File: src/rtl/dds_sweep.sv
// rtl/dds_sweep.sv - linear frequency-sweep controller driving the dds cfg word
//
// Purpose:
//   Produces cfg = {dds_on, dds_inv, phase_inc[29:0]} for the downstream dds.
//   phase_inc starts at f_start and steps by f_step towards f_stop, holding
//   each value for dwell+1 clocks. One-shot or repeating sweeps.
//
// Parameters:
//   DWELL_W   width of the dwell port and hold counter
//   AUTO_OFF  1: cfg returns to 0 after a one-shot sweep; 0: last cfg is held
//
// Ports:
//   clk        in   system clock, rising edge
//   rst_n      in   synchronous reset, active-low
//   start      in   1-cycle start pulse, honoured only while idle
//   abort      in   level, returns to idle and clears cfg; beats start
//   f_start    in   [29:0] first phase increment
//   f_stop     in   [29:0] last phase increment (clamp target)
//   f_step     in   [29:0] increment change per step
//   dwell      in   [DWELL_W-1:0] cycles per step minus one
//   repeat_en  in   1: sweep repeats until abort
//   inv        in   copied to cfg[30] while running
//   cfg        out  [31:0] dds configuration word
//   busy       out  high whenever not idle
//   done       out  1-cycle pulse when a one-shot sweep completes
//
// Optional feature macro: DDS_SWEEP_TRIANGLE_EN
//   Defined: after the up-ramp the block ramps back down to f_start
//   (triangle); f_stop and f_start are each dwelt only once per turn.
//   Undefined: up-ramp only; repeat reloads f_start (sawtooth).

module dds_sweep #(
  parameter int DWELL_W  = 16,
  parameter bit AUTO_OFF = 1'b1
) (
  input  logic               clk,
  input  logic               rst_n,
  input  logic               start,
  input  logic               abort,
  input  logic [29:0]        f_start,
  input  logic [29:0]        f_stop,
  input  logic [29:0]        f_step,
  input  logic [DWELL_W-1:0] dwell,
  input  logic               repeat_en,
  input  logic               inv,
  output logic [31:0]        cfg,
  output logic               busy,
  output logic               done
);

  // The step itself costs no cycle: it is applied on the edge where the
  // dwell counter hits zero, so there is no separate STEP state register.
  typedef enum logic [1:0] {
    S_IDLE       = 2'd0,
    S_DWELL      = 2'd1
`ifdef DDS_SWEEP_TRIANGLE_EN
    ,S_DOWN_DWELL = 2'd2
`endif
  } state_t;

  state_t             state;
  logic [29:0]        inc;
  logic [DWELL_W-1:0] cnt;

  // Parameters captured at start; input changes mid-sweep are ignored.
  logic [29:0]        lat_start;
  logic [29:0]        lat_stop;
  logic [29:0]        lat_step;
  logic [DWELL_W-1:0] lat_dwell;
  logic               lat_rpt;
  logic               lat_inv;

  // Up step: 31-bit sum so a large f_step cannot wrap past f_stop.
  logic [30:0] up_sum;
  logic [29:0] up_next;
  logic        up_end;

  always_comb begin
    up_sum  = {1'b0, inc} + {1'b0, lat_step};
    up_next = (up_sum >= {1'b0, lat_stop}) ? lat_stop : up_sum[29:0];
    // ">=" also covers f_start >= f_stop: one dwell at f_start, no overshoot.
    up_end  = (inc >= lat_stop);
  end

`ifdef DDS_SWEEP_TRIANGLE_EN
  // Down step clamps at f_start; compare against f_start+f_step in 31 bits
  // instead of subtracting first, so the difference never underflows.
  logic [30:0] dn_floor;
  logic [29:0] dn_next;
  logic        dn_end;
  logic [30:0] rs_sum;
  logic [29:0] rs_next;

  always_comb begin
    dn_floor = {1'b0, lat_start} + {1'b0, lat_step};
    dn_next  = ({1'b0, inc} <= dn_floor) ? lat_start : (inc - lat_step);
    dn_end   = (inc <= lat_start);
    // Restarting the up-ramp skips f_start, it was just dwelt on the way down.
    rs_sum   = {1'b0, lat_start} + {1'b0, lat_step};
    rs_next  = (rs_sum >= {1'b0, lat_stop}) ? lat_stop : rs_sum[29:0];
  end
`endif

  always_ff @(posedge clk) begin
    if (!rst_n) begin
      state     <= S_IDLE;
      inc       <= '0;
      cnt       <= '0;
      lat_start <= '0;
      lat_stop  <= '0;
      lat_step  <= '0;
      lat_dwell <= '0;
      lat_rpt   <= 1'b0;
      lat_inv   <= 1'b0;
      cfg       <= '0;
      busy      <= 1'b0;
      done      <= 1'b0;
    end else if (abort) begin
      state <= S_IDLE;
      cnt   <= '0;
      cfg   <= '0;
      busy  <= 1'b0;
      done  <= 1'b0;
    end else begin
      done <= 1'b0;
      case (state)
        S_IDLE: begin
          if (start) begin
            lat_start <= f_start;
            lat_stop  <= f_stop;
            lat_step  <= f_step;
            lat_dwell <= dwell;
            lat_rpt   <= repeat_en;
            lat_inv   <= inv;
            inc       <= f_start;
            cnt       <= dwell;
            cfg       <= {1'b1, inv, f_start};
            busy      <= 1'b1;
            state     <= S_DWELL;
          end
        end

        S_DWELL: begin
          if (cnt != '0) begin
            cnt <= cnt - DWELL_W'(1);
          end else if (!up_end) begin
            inc <= up_next;
            cfg <= {1'b1, lat_inv, up_next};
            cnt <= lat_dwell;
          end else begin
`ifdef DDS_SWEEP_TRIANGLE_EN
            // f_stop is left immediately for the first down value.
            if (inc > lat_start) begin
              inc   <= dn_next;
              cfg   <= {1'b1, lat_inv, dn_next};
              cnt   <= lat_dwell;
              state <= S_DOWN_DWELL;
            end else
`endif
            if (lat_rpt) begin
              inc <= lat_start;
              cfg <= {1'b1, lat_inv, lat_start};
              cnt <= lat_dwell;
            end else begin
              done  <= 1'b1;
              busy  <= 1'b0;
              state <= S_IDLE;
              if (AUTO_OFF) cfg <= '0;
            end
          end
        end

`ifdef DDS_SWEEP_TRIANGLE_EN
        S_DOWN_DWELL: begin
          if (cnt != '0) begin
            cnt <= cnt - DWELL_W'(1);
          end else if (!dn_end) begin
            inc <= dn_next;
            cfg <= {1'b1, lat_inv, dn_next};
            cnt <= lat_dwell;
          end else if (lat_rpt) begin
            inc   <= rs_next;
            cfg   <= {1'b1, lat_inv, rs_next};
            cnt   <= lat_dwell;
            state <= S_DWELL;
          end else begin
            done  <= 1'b1;
            busy  <= 1'b0;
            state <= S_IDLE;
            if (AUTO_OFF) cfg <= '0;
          end
        end
`endif

        default: begin
          state <= S_IDLE;
          cfg   <= '0;
          busy  <= 1'b0;
        end
      endcase
    end
  end

endmodule

File: config.mk
export PLATFORM = sky130hd
export DESIGN_NAME = dds_sweep
export DESIGN_NICKNAME = d
export VERILOG_FILES = /design/src/rtl/dds_sweep.sv
export SDC_FILE = /design/constraint.sdc
export NUM_CORES = 1
export LEC_CHECK = 0
export CAP_MARGIN = 10
export CORE_MARGIN = 1.5
export CORE_UTILIZATION = 45
export CTS_CLUSTER_DIAMETER = 50
export DETAILED_ROUTE_END_ITERATION = 6
export GPL_TIMING_DRIVEN = 0
export MAX_ROUTING_LAYER = met4
export PLACE_DENSITY_LB_ADDON = 0.15
export SLEW_MARGIN = 20
export SYNTH_ARGS = -nofsm -noshare
export SYNTH_HDL_FRONTEND = slang
export SYNTH_SLANG_ARGS = --single-unit
File: constraint.sdc
create_clock -name clk -period 6.1 [get_ports clk]
set_clock_uncertainty 0.05 [all_clocks]
set_input_delay 1.22 -clock clk [delete_from_list [all_inputs] [get_ports clk]]
set_output_delay 1.22 -clock clk [all_outputs]
set_load 0.02 [all_outputs]
==> reports/results.ini <==
[synth]
synth_compound_area_share_pct=28.1
yosys_warnings=0
synth-main-ff-cell=dfxtp_1
synthAdderAreaFrac_pct=9.72
seq_area_frac_synth_pct=31.2
synth_top_family_by_area=compound AO/OA/AOI/OAI gates
synth_xor_area_share_pct=2.04
ys_seq_elements=188
synthSimpleGateAreaFrac_pct=21.6
synth_enable_flop_cells=0
async_reset_ff_share_pct=0
synthMuxAreaShare_pct=1.84
avgSynthCellArea_um2=7.68
yosysUniqueCellTypes=86
syn-num-nets=1775
synth_area_leader_cell=dfxtp_1
synth_top_area_share_pct=31.2
synthTopCellsByArea=dfxtp_1, ha_1, nand2_1
synth_cells=1570
syn_area_um2=12100

[worst_setup_path]
cp.required_ns=6.40
path_delay_family=simple AND/OR/NAND/NOR gates
slowest_stage=dfxtp_1
worstSetupPathType=flip-flop to flip-flop
critPathLaunchType=flip-flop
cp_num_buf_inv=4
critPathMaxFanout=10
critPathCaptureType=flip-flop
slowest_delay_ns=0.48
reg2regPathDepth=21
path_depth=21
path_cells=inv_1 > fa_1 > nand2b_1 > a21oi_1 > o211ai_1 > nand2_1 > buf_6 > o211ai_1 > nand4_1 > nand3_1 > ha_1 > nand4_1 > and4bb_2 > o41ai_1 > and4b_1 > buf_2 > and2_4 > buf_2 > a21oi_1 > o21ai_0 > and3_1
cp.arrival_ns=5.77

[timing]
maxSlewHeadroom_pct=33.1
max_clock_freq_mhz=183
setup_violations=0
grt_setup_unrepaired=no
layout_min_cycle_time_ns=5.47
fin_crit_sh_pct=89.6
setup_tns_ns=0
worstMarginPinSlew_ns=0.999
whs_ns=0.415
worst_slack_ns=0.632
hold_viol_final=0
timing.final.max_slew_violations=0

[global_routing]
grt_pass1_vias=11700
grt_max_degree=22
grt-ovfl-total=0
antenna_found_initial=0
grt.total_usage_pct=32.6
grt_pass1_wl_um=67500

[clock_tree]
post-cts-setup-buffer-count=0
cts-buffers-inserted=17
cts_resized=0
clk_pin_slew_ns=0.08
insertion_delay_ns=0.46
cts_max_level=4
cts_num_sinks=188
cts-root-buf=clkbuf_16
cts_tree=yes
cts_max_path_buffers=2
ctsHoldBuffers=0

[place]
place_ws_ns=0.739
gp_congestion=0.980
io_buffers=145
dp_hpwl_um=34200

[cells_and_area]
drive_above_1_share_pct=5.44
fillerInstances=2540
fin_util_pct=55.5
layout.nets=1939
area_growth_pct=20.7
antennaDiodeCount=0

[power]
p_leak_nw=5.54
power_density_nw_per_um2=250
ir_drop_mv=0.215
fin_total_pwr_mw=3.64

[floorplanning]
io_pins=146
die_area_um2=27800
start_util_pct=46.0
fp.dieH_um=167
row_count=59
dieWidth_um=167
core_area_um2=26200

[job]
max_cap_viol_count=0

[run_status]
status=finished with violations
violations=DRC

[routing]
drtIter0Drc=1438
firstDrtPassIters=7
drt-total-wl_um=44700
routedWlPerCell_um=21.5
final_antenna_net_count=0
vias=12600
route.detailed.drc=11
post_drt_via_cell_ratio=6.06

[min_path]
whs_path_depth=2
hp-class=flip-flop to flip-flop

-- worst min-delay path, stage by stage, from the launching register on --
cell	delay, ns
dfxtp_1	0.31
nand2_1	0.04
a21boi_0	0.06
-- cell type report --
cell class              count  area (µm²)  share of cell area, %
well taps                 335         419                   2.88
repair buffers            145        1450                   9.98
clock inverters            15         195                   1.34
plain buffers             105         455                   3.13
multi-input cells        1225        7640                   52.5
flip-flops and latches    188        3760                   25.9
clock buffers              17         425                   2.93
inverters                  52         195                   1.34
-- power by group --
part           internal, mW  leakage (nW)  switching, mW
registers              1.29          1.54         0.0652
logic                 0.393          3.70          0.710
clock network         0.564         0.300          0.612
total                  2.25          5.54           1.39
-- cell families (layout without fill, tap and decap cells) --
kind of cell | Yosys count | in the layout
buf+inv | 157 | 334
compound gates | 516 | 516
mux | 21 | 21
xor+xnor | 28 | 28
simple gates | 567 | 567
fa+ha+maj | 93 | 93
flops | 188 | 188
-- routing by layer --
layer,track usage [%],wire (µm),up-vias
met1,44.4,19900,5897
li1,-,-,5939
met3,5.51,4170,118
met5,-,0,-
met2,47.4,18800,662
met4,13.7,1830,0
-- synth_stat cells, types with 12 or more instances --
master,n
a211oi_1,22
a21boi_0,115
a21o_1,18
a21oi_1,143
a221oi_1,16
buf_2,22
clkbuf_1,70
dfxtp_1,188
ha_1,92
inv_1,51
mux2i_1,12
nand2_1,279
nand2b_1,13
nand3_1,36
nand4_1,15
nor2_1,103
nor3_1,33
o211ai_1,20
o21ai_0,74
o21ai_1,25
or3_1,24
xnor2_1,20
-- stage by stage --
| step | instance area (µm²) | std cells |
|---|---|---|
| floorplan | 12100 | 1570 |
| global placement | 13900 | 2050 |
| detailed placement | 13900 | 2050 |
| CTS | 14500 | 2082 |
| global route | 14500 | 2082 |
| finish | 14500 | 2082 |
-- cell usage in the layout, fill, tap and decap left out, types with 17 or more instances in the layout --
master,count
o21ai_1,25
dfxtp_1,188
xnor2_1,20
clkdlybuf4s50_1,145
buf_2,22
nor2_1,103
or3_1,24
a21boi_0,115
clkbuf_16,17
inv_1,51
nor3_1,33
a21o_1,18
o21ai_0,74
nand2_1,279
o211ai_1,20
nand3_1,36
clkbuf_1,70
ha_1,92
a21oi_1,143
a211oi_1,22
-- worst paths after layout --
| path | start | end | slack [ns] |
|---|---|---|---|
| setup reg to reg | inc[1]$_SDFFE_PN0P_ | cfg[16]$_SDFFE_PP0P_ | 0.63 |
| hold reg to reg | lat_stop[16]$_SDFFE_PN0P_ | lat_stop[16]$_SDFFE_PN0P_ | 0.42 |
| hold / removal | lat_stop[16]$_SDFFE_PN0P_ | lat_stop[16]$_SDFFE_PN0P_ | 0.42 |
| setup / recovery | inc[1]$_SDFFE_PN0P_ | cfg[16]$_SDFFE_PP0P_ | 0.63 |
-- registers in the layout, indices dropped and copies added (netlist names) --
register,cells
done,1
lat_start,30
inc,30
lat_dwell,16
lat_step,30
cfg,32
busy,1
lat_rpt,1
lat_inv,1
cnt,16
lat_stop,30
Power figures use the tool's default switching activity.
